[config.mk]
export PLATFORM = sky130hd
export DESIGN_NAME = control_fsm
export DESIGN_NICKNAME = d
export VERILOG_FILES = /design/src/rtl/tron_ctrl_pkg.sv /design/src/rtl/control_fsm_decode.sv /design/src/rtl/control_fsm.sv
export SDC_FILE = /design/constraint.sdc
export NUM_CORES = 1
export LEC_CHECK = 0
export CAP_MARGIN = 10
export CORE_MARGIN = 3
export CORE_UTILIZATION = 48
export DETAILED_ROUTE_END_ITERATION = 10
export DONT_BUFFER_PORTS = 1
export HOLD_SLACK_MARGIN = 0.1
export PLACE_DENSITY = 0.63
export SLEW_MARGIN = 10
export SYNTH_ARGS = -nofsm -noshare
export SYNTH_HDL_FRONTEND = slang
export SYNTH_SLANG_ARGS = --single-unit
export TNS_END_PERCENT = 50
[constraint.sdc]
create_clock -name clk -period 1.6 [get_ports clk]
set_clock_uncertainty 0.2 [all_clocks]
set_input_delay 0.24 -clock clk [delete_from_list [all_inputs] [get_ports clk]]
set_output_delay 0.24 -clock clk [all_outputs]
set_load 0.01 [all_outputs]
[src/rtl/tron_ctrl_pkg.sv]
// Shared constants for the Tron control unit: opcode/ext encodings,
// controller states, bus-select codes and small decode helpers.
// Optional feature macro: CTRL_HALT_EN (see control_fsm).
package tron_ctrl_pkg;

  typedef enum logic [2:0] {
    ST_FETCH = 3'd0,
    ST_LATCH = 3'd1,
    ST_EXEC  = 3'd2,
    ST_MEM   = 3'd3,
    ST_HALT  = 3'd4
  } state_e;

  // Primary opcodes, IR[15:12]
  localparam logic [3:0] OP_RTYPE = 4'h0;
  localparam logic [3:0] OP_ANDI  = 4'h1;
  localparam logic [3:0] OP_ORI   = 4'h2;
  localparam logic [3:0] OP_XORI  = 4'h3;
  localparam logic [3:0] OP_MEMG  = 4'h4;
  localparam logic [3:0] OP_ADDI  = 4'h5;
  localparam logic [3:0] OP_SHIFT = 4'h8;
  localparam logic [3:0] OP_SUBI  = 4'h9;
  localparam logic [3:0] OP_CMPI  = 4'hB;
  localparam logic [3:0] OP_BCOND = 4'hC;
  localparam logic [3:0] OP_MOVI  = 4'hD;
  localparam logic [3:0] OP_LUI   = 4'hF;

  // RTYPE ALU ext codes share numbering with the immediate opcodes
  localparam logic [3:0] EXT_AND  = 4'h1;
  localparam logic [3:0] EXT_OR   = 4'h2;
  localparam logic [3:0] EXT_XOR  = 4'h3;
  localparam logic [3:0] EXT_ADD  = 4'h5;
  localparam logic [3:0] EXT_SUB  = 4'h9;
  localparam logic [3:0] EXT_CMP  = 4'hB;
  localparam logic [3:0] EXT_MOV  = 4'hD;

  // Shift group ext codes
  localparam logic [3:0] EXT_LSHI_L = 4'h0;
  localparam logic [3:0] EXT_LSHI_R = 4'h1;
  localparam logic [3:0] EXT_LSH    = 4'h4;

  // Memory/jump group ext codes
  localparam logic [3:0] EXT_LOAD  = 4'h0;
  localparam logic [3:0] EXT_HALT  = 4'h3;
  localparam logic [3:0] EXT_STOR  = 4'h4;
  localparam logic [3:0] EXT_JAL   = 4'h8;
  localparam logic [3:0] EXT_JCOND = 4'hC;

  localparam logic [3:0] COND_ALWAYS = 4'hE;

  // Datapath write-back bus selects
  localparam logic [2:0] BUS_ALU   = 3'd0;
  localparam logic [2:0] BUS_SHIFT = 3'd1;
  localparam logic [2:0] BUS_IMM   = 3'd2;
  localparam logic [2:0] BUS_MEM   = 3'd3;
  localparam logic [2:0] BUS_PC    = 3'd4;

  localparam logic [1:0] SH_REG   = 2'b00;
  localparam logic [1:0] SH_LEFT  = 2'b01;
  localparam logic [1:0] SH_RIGHT = 2'b10;

  function automatic logic is_load(input logic [15:0] ir);
    return (ir[15:12] == OP_MEMG) && (ir[7:4] == EXT_LOAD);
  endfunction

  function automatic logic is_halt(input logic [15:0] ir);
    return (ir[15:12] == OP_MEMG) && (ir[7:4] == EXT_HALT);
  endfunction

  // ALU operation codes that are actually implemented
  function automatic logic is_alu_code(input logic [3:0] code);
    return (code == EXT_AND) || (code == EXT_OR)  || (code == EXT_XOR) ||
           (code == EXT_ADD) || (code == EXT_SUB) || (code == EXT_CMP) ||
           (code == EXT_MOV);
  endfunction

  // ALU operations that update the flag register
  function automatic logic is_flag_code(input logic [3:0] code);
    return (code == EXT_ADD) || (code == EXT_SUB) || (code == EXT_CMP);
  endfunction

endpackage

[src/rtl/control_fsm_decode.sv]
// instr_decode: combinational map from (state, IR) to every datapath
// control. Select-type outputs follow IR alone so they are stable across
// EXEC and MEM; strobes and addrSel are only raised in EXEC/MEM.
// HALT decoding depends on CTRL_HALT_EN.
import tron_ctrl_pkg::*;

module instr_decode (
  input  state_e      state_i,
  input  logic [15:0] ir_i,
  output logic [15:0] immediate_o,
  output logic [3:0]  alu_op_o,
  output logic [1:0]  shift_op_o,
  output logic [2:0]  bus_op_o,
  output logic [3:0]  flag_op_o,
  output logic        imm_mux_o,
  output logic        reg_write_o,
  output logic        mem_write_o,
  output logic        flag_write_o,
  output logic        pc_add_o,
  output logic        pc_jump_o,
  output logic        pc_branch_o,
  output logic        addr_sel_o
);

  logic [3:0]  opc, ext, cond;
  logic [15:0] imm_sext, imm_zext;

  assign opc      = ir_i[15:12];
  assign cond     = ir_i[11:8];
  assign ext      = ir_i[7:4];
  assign imm_sext = {{8{ir_i[7]}}, ir_i[7:0]};
  assign imm_zext = {8'h00, ir_i[7:0]};

  // Strobes the instruction raises in its EXEC cycle, plus LOAD marker
  logic e_rw, e_mw, e_fw, e_pa, e_pj, e_pb, e_as, ld;

  // Instruction decode: selects and per-instruction strobe set
  always_comb begin
    immediate_o = imm_sext;
    alu_op_o    = 4'h0;
    shift_op_o  = SH_REG;
    bus_op_o    = BUS_ALU;
    flag_op_o   = 4'h0;
    imm_mux_o   = 1'b0;
    e_rw = 1'b0; e_mw = 1'b0; e_fw = 1'b0;
    e_pa = 1'b0; e_pj = 1'b0; e_pb = 1'b0;
    e_as = 1'b0; ld = 1'b0;
    case (opc)
      OP_RTYPE: begin
        e_pa = 1'b1;
        if (is_alu_code(ext)) begin
          alu_op_o = ext;
          e_fw     = is_flag_code(ext);
          e_rw     = (ext != EXT_CMP);
        end
      end
      OP_ANDI, OP_ORI, OP_XORI: begin
        immediate_o = imm_zext;
        alu_op_o    = opc;
        imm_mux_o   = 1'b1;
        e_rw = 1'b1; e_pa = 1'b1;
      end
      OP_ADDI, OP_SUBI, OP_CMPI, OP_MOVI: begin
        alu_op_o  = opc;
        imm_mux_o = 1'b1;
        e_fw = is_flag_code(opc);
        e_rw = (opc != OP_CMPI);
        e_pa = 1'b1;
      end
      OP_SHIFT: begin
        e_pa = 1'b1;
        if (ext == EXT_LSH || ext == EXT_LSHI_L || ext == EXT_LSHI_R) begin
          bus_op_o    = BUS_SHIFT;
          immediate_o = {12'h000, ir_i[3:0]};
          imm_mux_o   = (ext != EXT_LSH);
          shift_op_o  = (ext == EXT_LSH)    ? SH_REG :
                        (ext == EXT_LSHI_L) ? SH_LEFT : SH_RIGHT;
          e_rw = 1'b1;
        end
      end
      OP_LUI: begin
        immediate_o = {ir_i[7:0], 8'h00};
        bus_op_o    = BUS_IMM;
        e_rw = 1'b1; e_pa = 1'b1;
      end
      OP_MEMG: begin
        case (ext)
          EXT_LOAD: begin
            bus_op_o = BUS_MEM;
            e_as = 1'b1; ld = 1'b1;
          end
          EXT_STOR: begin
            e_as = 1'b1; e_mw = 1'b1; e_pa = 1'b1;
          end
          EXT_JCOND: begin
            flag_op_o = cond;
            e_pj = 1'b1;
          end
          EXT_JAL: begin
            bus_op_o  = BUS_PC;
            flag_op_o = COND_ALWAYS;
            e_rw = 1'b1; e_pj = 1'b1;
          end
`ifdef CTRL_HALT_EN
          EXT_HALT: ;
`endif
          default: e_pa = 1'b1;
        endcase
      end
      OP_BCOND: begin
        flag_op_o = cond;
        e_pb = 1'b1;
      end
      default: e_pa = 1'b1;
    endcase
  end

  // Gate strobes by state: EXEC uses the decoded set, MEM finishes LOAD
  always_comb begin
    reg_write_o  = 1'b0;
    mem_write_o  = 1'b0;
    flag_write_o = 1'b0;
    pc_add_o     = 1'b0;
    pc_jump_o    = 1'b0;
    pc_branch_o  = 1'b0;
    addr_sel_o   = 1'b0;
    case (state_i)
      ST_EXEC: begin
        reg_write_o  = e_rw;
        mem_write_o  = e_mw;
        flag_write_o = e_fw;
        pc_add_o     = e_pa;
        pc_jump_o    = e_pj;
        pc_branch_o  = e_pb;
        addr_sel_o   = e_as;
      end
      ST_MEM: begin
        reg_write_o = ld;
        pc_add_o    = ld;
        addr_sel_o  = ld;
      end
      default: ;
    endcase
  end

endmodule

[src/rtl/control_fsm.sv]
// control_fsm: multi-cycle controller for the 16-bit Tron core. Holds the
// sequencing state and instruction register; all control outputs come from
// instr_decode. Strobes are forced low while reset is asserted.
// Macro CTRL_HALT_EN: when defined, HALT (0x4/ext 3) parks the core in
// HALT until reset; otherwise it executes as a NOP and halted is tied 0.
//
// state | meaning
// FETCH | PC drives memory address, read issued
// LATCH | read data returns, IR loaded at end of cycle
// EXEC  | instruction controls driven from IR
// MEM   | LOAD write-back of memory data
// HALT  | core stopped (CTRL_HALT_EN only)
import tron_ctrl_pkg::*;

module control_fsm (
  input  logic        clk,
  input  logic        reset,
  input  logic [15:0] memData,
  output logic [7:0]  instructionOp,
  output logic [15:0] immediate,
  output logic [3:0]  regAddA,
  output logic [3:0]  regAddB,
  output logic [3:0]  ALUOp,
  output logic [1:0]  shiftOp,
  output logic [2:0]  busOp,
  output logic [3:0]  flagOp,
  output logic        immMUX,
  output logic        regWrite,
  output logic        memWrite,
  output logic        flagWrite,
  output logic        pcAdd,
  output logic        pcJump,
  output logic        pcBranch,
  output logic        addrSel,
  output logic        halted
);

  state_e      state_q, state_d;
  logic [15:0] ir_q, ir_d;

  logic dec_rw, dec_mw, dec_fw, dec_pa, dec_pj, dec_pb;

  // State and instruction register, synchronous active-low reset
  always_ff @(posedge clk) begin
    if (!reset) begin
      state_q <= ST_FETCH;
      ir_q    <= 16'h0000;
    end else begin
      state_q <= state_d;
      ir_q    <= ir_d;
    end
  end

  // Next-state sequencing; IR only reloads on the LATCH edge
  always_comb begin
    state_d = state_q;
    ir_d    = ir_q;
    case (state_q)
      ST_FETCH: state_d = ST_LATCH;
      ST_LATCH: begin
        ir_d    = memData;
        state_d = ST_EXEC;
      end
      ST_EXEC: begin
        if (is_load(ir_q))
          state_d = ST_MEM;
`ifdef CTRL_HALT_EN
        else if (is_halt(ir_q))
          state_d = ST_HALT;
`endif
        else
          state_d = ST_FETCH;
      end
      ST_MEM: state_d = ST_FETCH;
`ifdef CTRL_HALT_EN
      ST_HALT: state_d = ST_HALT;
`endif
      default: state_d = ST_FETCH;
    endcase
  end

  instr_decode u_decode (
    .state_i      (state_q),
    .ir_i         (ir_q),
    .immediate_o  (immediate),
    .alu_op_o     (ALUOp),
    .shift_op_o   (shiftOp),
    .bus_op_o     (busOp),
    .flag_op_o    (flagOp),
    .imm_mux_o    (immMUX),
    .reg_write_o  (dec_rw),
    .mem_write_o  (dec_mw),
    .flag_write_o (dec_fw),
    .pc_add_o     (dec_pa),
    .pc_jump_o    (dec_pj),
    .pc_branch_o  (dec_pb),
    .addr_sel_o   (addrSel)
  );

  assign instructionOp = {ir_q[15:12], ir_q[7:4]};
  assign regAddA       = ir_q[3:0];
  assign regAddB       = ir_q[11:8];

  // A reset mid-instruction must not let a write escape in that cycle
  assign regWrite  = reset & dec_rw;
  assign memWrite  = reset & dec_mw;
  assign flagWrite = reset & dec_fw;
  assign pcAdd     = reset & dec_pa;
  assign pcJump    = reset & dec_pj;
  assign pcBranch  = reset & dec_pb;

`ifdef CTRL_HALT_EN
  assign halted = (state_q == ST_HALT);
`else
  assign halted = 1'b0;
`endif

endmodule

; ---- Word-level counts from Yosys, hierarchy flattened
; Cells that the tools add are included.
[totals]
reg_bits = 19
out_inout_bits = 54
[classes]
n_eq_ne = 27
n_reduce_logical = 23
bitwise_logic = 6
n_mux = 41
[ops]
columns = op, count
row1 = 16-bit one-hot mux with 3 select lines, 1
row2 = "4-bit == test, second input constant", 11
row3 = 4-bit one-hot mux with 2 select lines, 3
row4 = 1-bit two-way mux, 20
row5 = "4-bit by 2-bit == test with 1-bit output, second input constant", 4
row6 = "4-bit by 3-bit == test with 1-bit output, second input constant", 4
row7 = 16-bit two-way mux, 1
row8 = 1-bit logical OR, 12
row9 = 1-bit one-hot mux with 2 select lines, 6
row10 = 2-bit two-way mux, 5
row11 = 3-bit one-hot mux with 3 select lines, 1
row12 = "4-bit by 1-bit == test with 1-bit output, second input constant", 2
row13 = 4-bit zero test, 2
row14 = "4-bit != test, second input constant", 2
row15 = 4-bit OR reduction, 2
row16 = 7-bit OR reduction, 1
row17 = 1-bit AND, 6
row18 = "3-bit by 2-bit == test with 1-bit output, second input constant", 2
row19 = 2-bit one-hot mux with 3 select lines, 1
row20 = 3-bit one-hot mux with 2 select lines, 1
row21 = 3-bit OR reduction, 2
row22 = 1-bit one-hot mux with 5 select lines, 1
row23 = 4-bit two-way mux, 1
row24 = "4-bit by 3-bit != test with 1-bit output, second input constant", 1
row25 = other kinds (4), 5

; ---- Logic depth before layout (Yosys ltp)
[depth]
word_depth = 11
depth_mapped = 6
mapped_depth_nobuf = 4

; ---- Modules after synthesis
; From an unflattened synthesis, not the netlist that was laid out.
[unflattened]
cells_unflattened = 207
area_unflattened_um2 = 1480.2
[modules_own_cells]
columns = mod, cells_per_inst, instances, area_per_inst_um2
row1 = control_fsm, 90, 1, 819.5
row2 = instr_decode, 117, 1, 660.6

; ---- Worst setup path before layout
; Ideal clock, no wire load.
[synth_timing]
path_kind = reg-to-output
start = register ir_q[13]
end = output memWrite
setup_slack_ns = -0.172
n_path_buf = 1
required_ns = 1.160
stages_incl_launch_ff = 5
arrival_time_ns = 1.332
cell_sequence = dfxtp_1 -> buf_2 -> nor2_4 -> nand3_1 -> nor4b_1
[synth_between]
elab_chain_cells = 4
[synth_rtl]
columns = element, line_no
row1 = from (decl), control_fsm.sv:39  ; logic [15:0] ir_q, ir_d;
row2 = from (signal assigned), control_fsm.sv:50  ; ir_q <= ir_d;
row3 = 4-bit by 3-bit == test with 1-bit output, control_fsm_decode.sv:48  ; case (opc)
row4 = 1-bit two-way mux, control_fsm_decode.sv:48
row5 = 1-bit two-way mux, control_fsm_decode.sv:127  ; case (state_i)
row6 = 1-bit AND, control_fsm.sv:106  ; assign memWrite = reset & dec_mw;
row7 = to (decl), control_fsm.sv:29  ; output logic memWrite,
; No other way between the ends.

; ---- Final worst setup path
[layout_timing]
start = register ir_q[6]
end = output regWrite
[layout_between]
elab_chain_cells = 11
word_cells_on_any_way = 27
[layout_rtl]
columns = element, line_no
row1 = 4-bit by 1-bit == test with 1-bit output / 4-bit by 2-bit == test with 1-bit output (equally long branches), "tron_ctrl_pkg.sv:72, control_fsm_decode.sv:72"
row2 = 1-bit logical OR (3 in series), tron_ctrl_pkg.sv:72  ; return (code == EXT_AND) || (code == EXT_OR) || (code == EXT_XOR) ||
row3 = 1-bit logical OR (3 in series), tron_ctrl_pkg.sv:73  ; (code == EXT_ADD) || (code == EXT_SUB) || (code == EXT_CMP) ||
row4 = 1-bit two-way mux, control_fsm_decode.sv:51  ; if (is_alu_code(ext)) begin
row5 = 1-bit one-hot mux with 5 select lines, control_fsm_decode.sv:48
row6 = 1-bit one-hot mux with 2 select lines *, control_fsm_decode.sv:127
row7 = 1-bit AND *, control_fsm.sv:105  ; assign regWrite = reset & dec_rw;
row8 = to (decl), control_fsm.sv:28  ; output logic regWrite,
; Every way passes the cells marked *; elsewhere a longest branch is shown, timed or not.

==> results.py <==
metrics = {
    "drt": {
        "routed_wl_um": 5770,
        "viasPerCell": 6.23,
        "ant_nets": 0,
        "routedWlPerCell_um": 19.4,
        "vias": 1858,
        "drtIter0Drc": 171,
        "drc": 0,
        "drt-pass1-iter-count": 5,
    },
    "timing": {
        "worstMarginPinSlew_ns": 0.529,
        "min_period_ns": 2.08,
        "slew_violations": 0,
        "worst_slack_ns": -0.483,
        "period_share_pct": 130,
        "clock.fmax_ghz": 0.480,
        "hold_viol": 0,
        "finalSetupViolations": 38,
        "rsz0062_at_grt": "true",
        "relSlewSlack_pct": 64.6,
    },
    "clock_network": {
        "clock_path_buffers": 2,
        "cts_sinks": 18,
        "cts_root_buf": "clkbuf_4",
        "insertion_delay_ns": 0.30,
        "cts_inserted_buffers": 3,
        "cts_tree": "yes",
        "h-tree-depth": 1,
        "clkSlewWorstSetupHoldPaths_ns": 0.11,
    },
    "placed_design": {
        "dpl_cell_area_mm2": 0.00176,
        "hpwl_um": 3420,
        "io_buffers": 0,
        "gp_congestion": 0.932,
        "dp.cells": 266,
    },
    "synth": {
        "synthCells": 204,
        "synth_compound_area_share_pct": 25.7,
        "synth_area_leaders": "dfxtp_1, nand2_1, a21boi_0, and2_1, buf_2",
        "synthFlopType": "dfxtp_1",
        "yosysMostFrequentCell": "nand2_1",
        "synth-xor-area-share_pct": 0,
        "synth_edf_count": 0,
        "yosys.area.top_type": "dfxtp_1",
        "synth_fa_ha_area_share_pct": 0,
        "yosysUniqueCellTypes": 47,
        "synthMuxAreaShare_pct": 0,
        "synth_top_area_share_pct": 25.8,
        "ys_seq_area_share_pct": 25.8,
        "synth_area_per_cell_um2": 6.85,
        "synth_commonest_cells": "nand2_1, dfxtp_1, a21boi_0",
        "syn_nets": 222,
        "async_reset_ff_share_pct": 0,
        "synth_top_family_by_area": "simple AND/OR/NAND/NOR gates",
        "netlist_area_mm2": 0.00140,
        "synth-simple-area-share_pct": 40.7,
        "yosysWarningCount": 0,
        "synth_seq_cells": 18,
    },
    "setup_path": {
        "cp.arrival_ns": 1.64,
        "crit_path_end": "regWrite",
        "r2r.worst_path.cells": 5,
        "worst_setup_path_end_kind": "output port",
        "crit_start": "ir_q[6]$_SDFFE_PN0N_",
        "r2r-start": "state_q[0]$_SDFF_PN0_",
        "crit_required_ns": 1.16,
        "r2r-end": "ir_q[1]$_SDFFE_PN0N_",
        "start_kind": "flop",
        "cp_max_fo": 5,
        "ff2ff_setup_slack_ns": -0.07,
        "critPathKind": "flop to output port",
    },
    "grt": {
        "use_met2_pct": 57.4,
        "grt_max_degree": 19,
        "grt_overflow": 0,
        "grt_pass1_wl_um": 8680,
        "antenna_found_initial": 0,
        "use_met3_pct": 4.75,
        "first_global_vias": 1785,
        "top_usage_layer": "met2",
        "track_usage_pct": 31.8,
        "grt_use_met1_pct": 35.8,
    },
    "power_and_ir_drop": {
        "peakVddDrop_v": 0.000760,
        "power_density_mw_per_mm2": 639,
        "leakagePower_uw": 0.000949,
    },
    "floorplan": {
        "core_mm2": 0.00261,
        "initial_core_util_pct": 53.5,
        "die_y_um": 60.0,
        "die_w_um": 60.0,
        "fp-row-count": 18,
        "die-area_mm2": 0.00360,
        "io_pins": 72,
    },
    "layout": {
        "stdcell_count": 298,
        "n_antenna_cell": 0,
        "design_area_mm2": 0.00230,
        "final_util_pct": 88.0,
        "drive_above_1_share_pct": 47.0,
        "area_growth_pct": 64.5,
        "fin_nets": 287,
    },
    "job": {
        "maxCapViolCount": 0,
    },
    "min_path": {
        "whs_path_depth": 1,
        "holdCritPathClass": "flop to flop",
    },
    "run_status": {
        "violations": "setup timing",
        "status": "complete, but fails checks",
    },
}
[area by class of cell]
class                           count  area (um2)
Multi-Input combinational cell    164        1150
Timing Repair Buffer               78         671
Sequential cell                    18         388
Fill cell                         141         314
Tap cell                           30        37.5
Clock buffer                        4        36.3
Inverter                            4        15.0
[state kept, by name (all words and copies together) (netlist names)]
name and flops:
ir_q 16, state_q 2
[layout by cell type (no fill, tap or decap), drive strengths merged, types with 2 or more instances in the layout]
master / instances
nor3b: 3
dfxtp: 18
and2b: 3
nor3: 3
nand2: 58
buf: 61
inv: 4
nor4: 3
a21boi: 16
nand4: 3
nor4b: 3
nand3: 6
and2: 9
nor2: 16
o21a: 4
nor2b: 3
a21oi: 8
o311ai: 2
dlygate4sd3: 17
o21ai: 6
clkbuf: 4
[what timing repair did]
action | CTS | global route
gates resized for setup | 46 | 25
setup buffers | 8 | 5
hold buffers | 17 | 0
hold endpoints to repair | 18 | 0
pin swaps | 11 | 8
setup endpoints to repair | 37 | 52
[power breakdown]
part           switching, uW  leakage [uW]  total (uW)  internal (uW)
clock                    151     0.0000210         290            139
combinational            337      0.000775         636            299
sequential              62.8      0.000153         543            481
[layer usage]
layer	routed length [um]	part of all wire [%]
met2	2980	52
met3	377	6.5
met1	2250	39
met4	160	2.8
met5	0	0
[through the flow]
step / total power, uW / hold WS (ns) / TNS [ns] / setup WS, ns
detailed placement: 995 / 0.170 / -3.07 / -0.225
finish: 1470 / 0.304 / -11.59 / -0.483
global route: 1540 / 0.335 / -14.09 / -0.547
CTS: 1400 / 0.347 / -10.60 / -0.429
global placement: 981 / 0.163 / -2.27 / -0.155
floorplan: 829 / 0.167 / -0.0916 / -0.0800
[critical path, stage by stage (launching register included)]
cell     delay, ns
dfxtp_2       0.37
buf_4         0.16
nor3b_2       0.20
o21ai_0       0.13
a41o_1        0.25
a21oi_2       0.23
[worst min-delay path by stage]
stage,endpoint,from
after floorplan,ir_q[4]$_SDFFE_PN0N_,memData[4]
after detailed placement,state_q[1]$_SDFF_PN0_,reset
after global placement,state_q[1]$_SDFF_PN0_,reset
after global routing,state_q[0]$_SDFF_PN0_,state_q[1]$_SDFF_PN0_
final,state_q[0]$_SDFF_PN0_,state_q[1]$_SDFF_PN0_
after CTS,ir_q[3]$_SDFFE_PN0N_,ir_q[3]$_SDFFE_PN0N_
[cells by family (layout without fill, tap and decap cells)]
family                 Yosys count  in the layout
AO/OA/AOI/OAI                   49             49
other                            1              1
flip-flops                      18             18
buffers and inverters           22             86
AND/OR/NAND/NOR                114            114
Note: power is estimated with default switching activity, not from simulation.
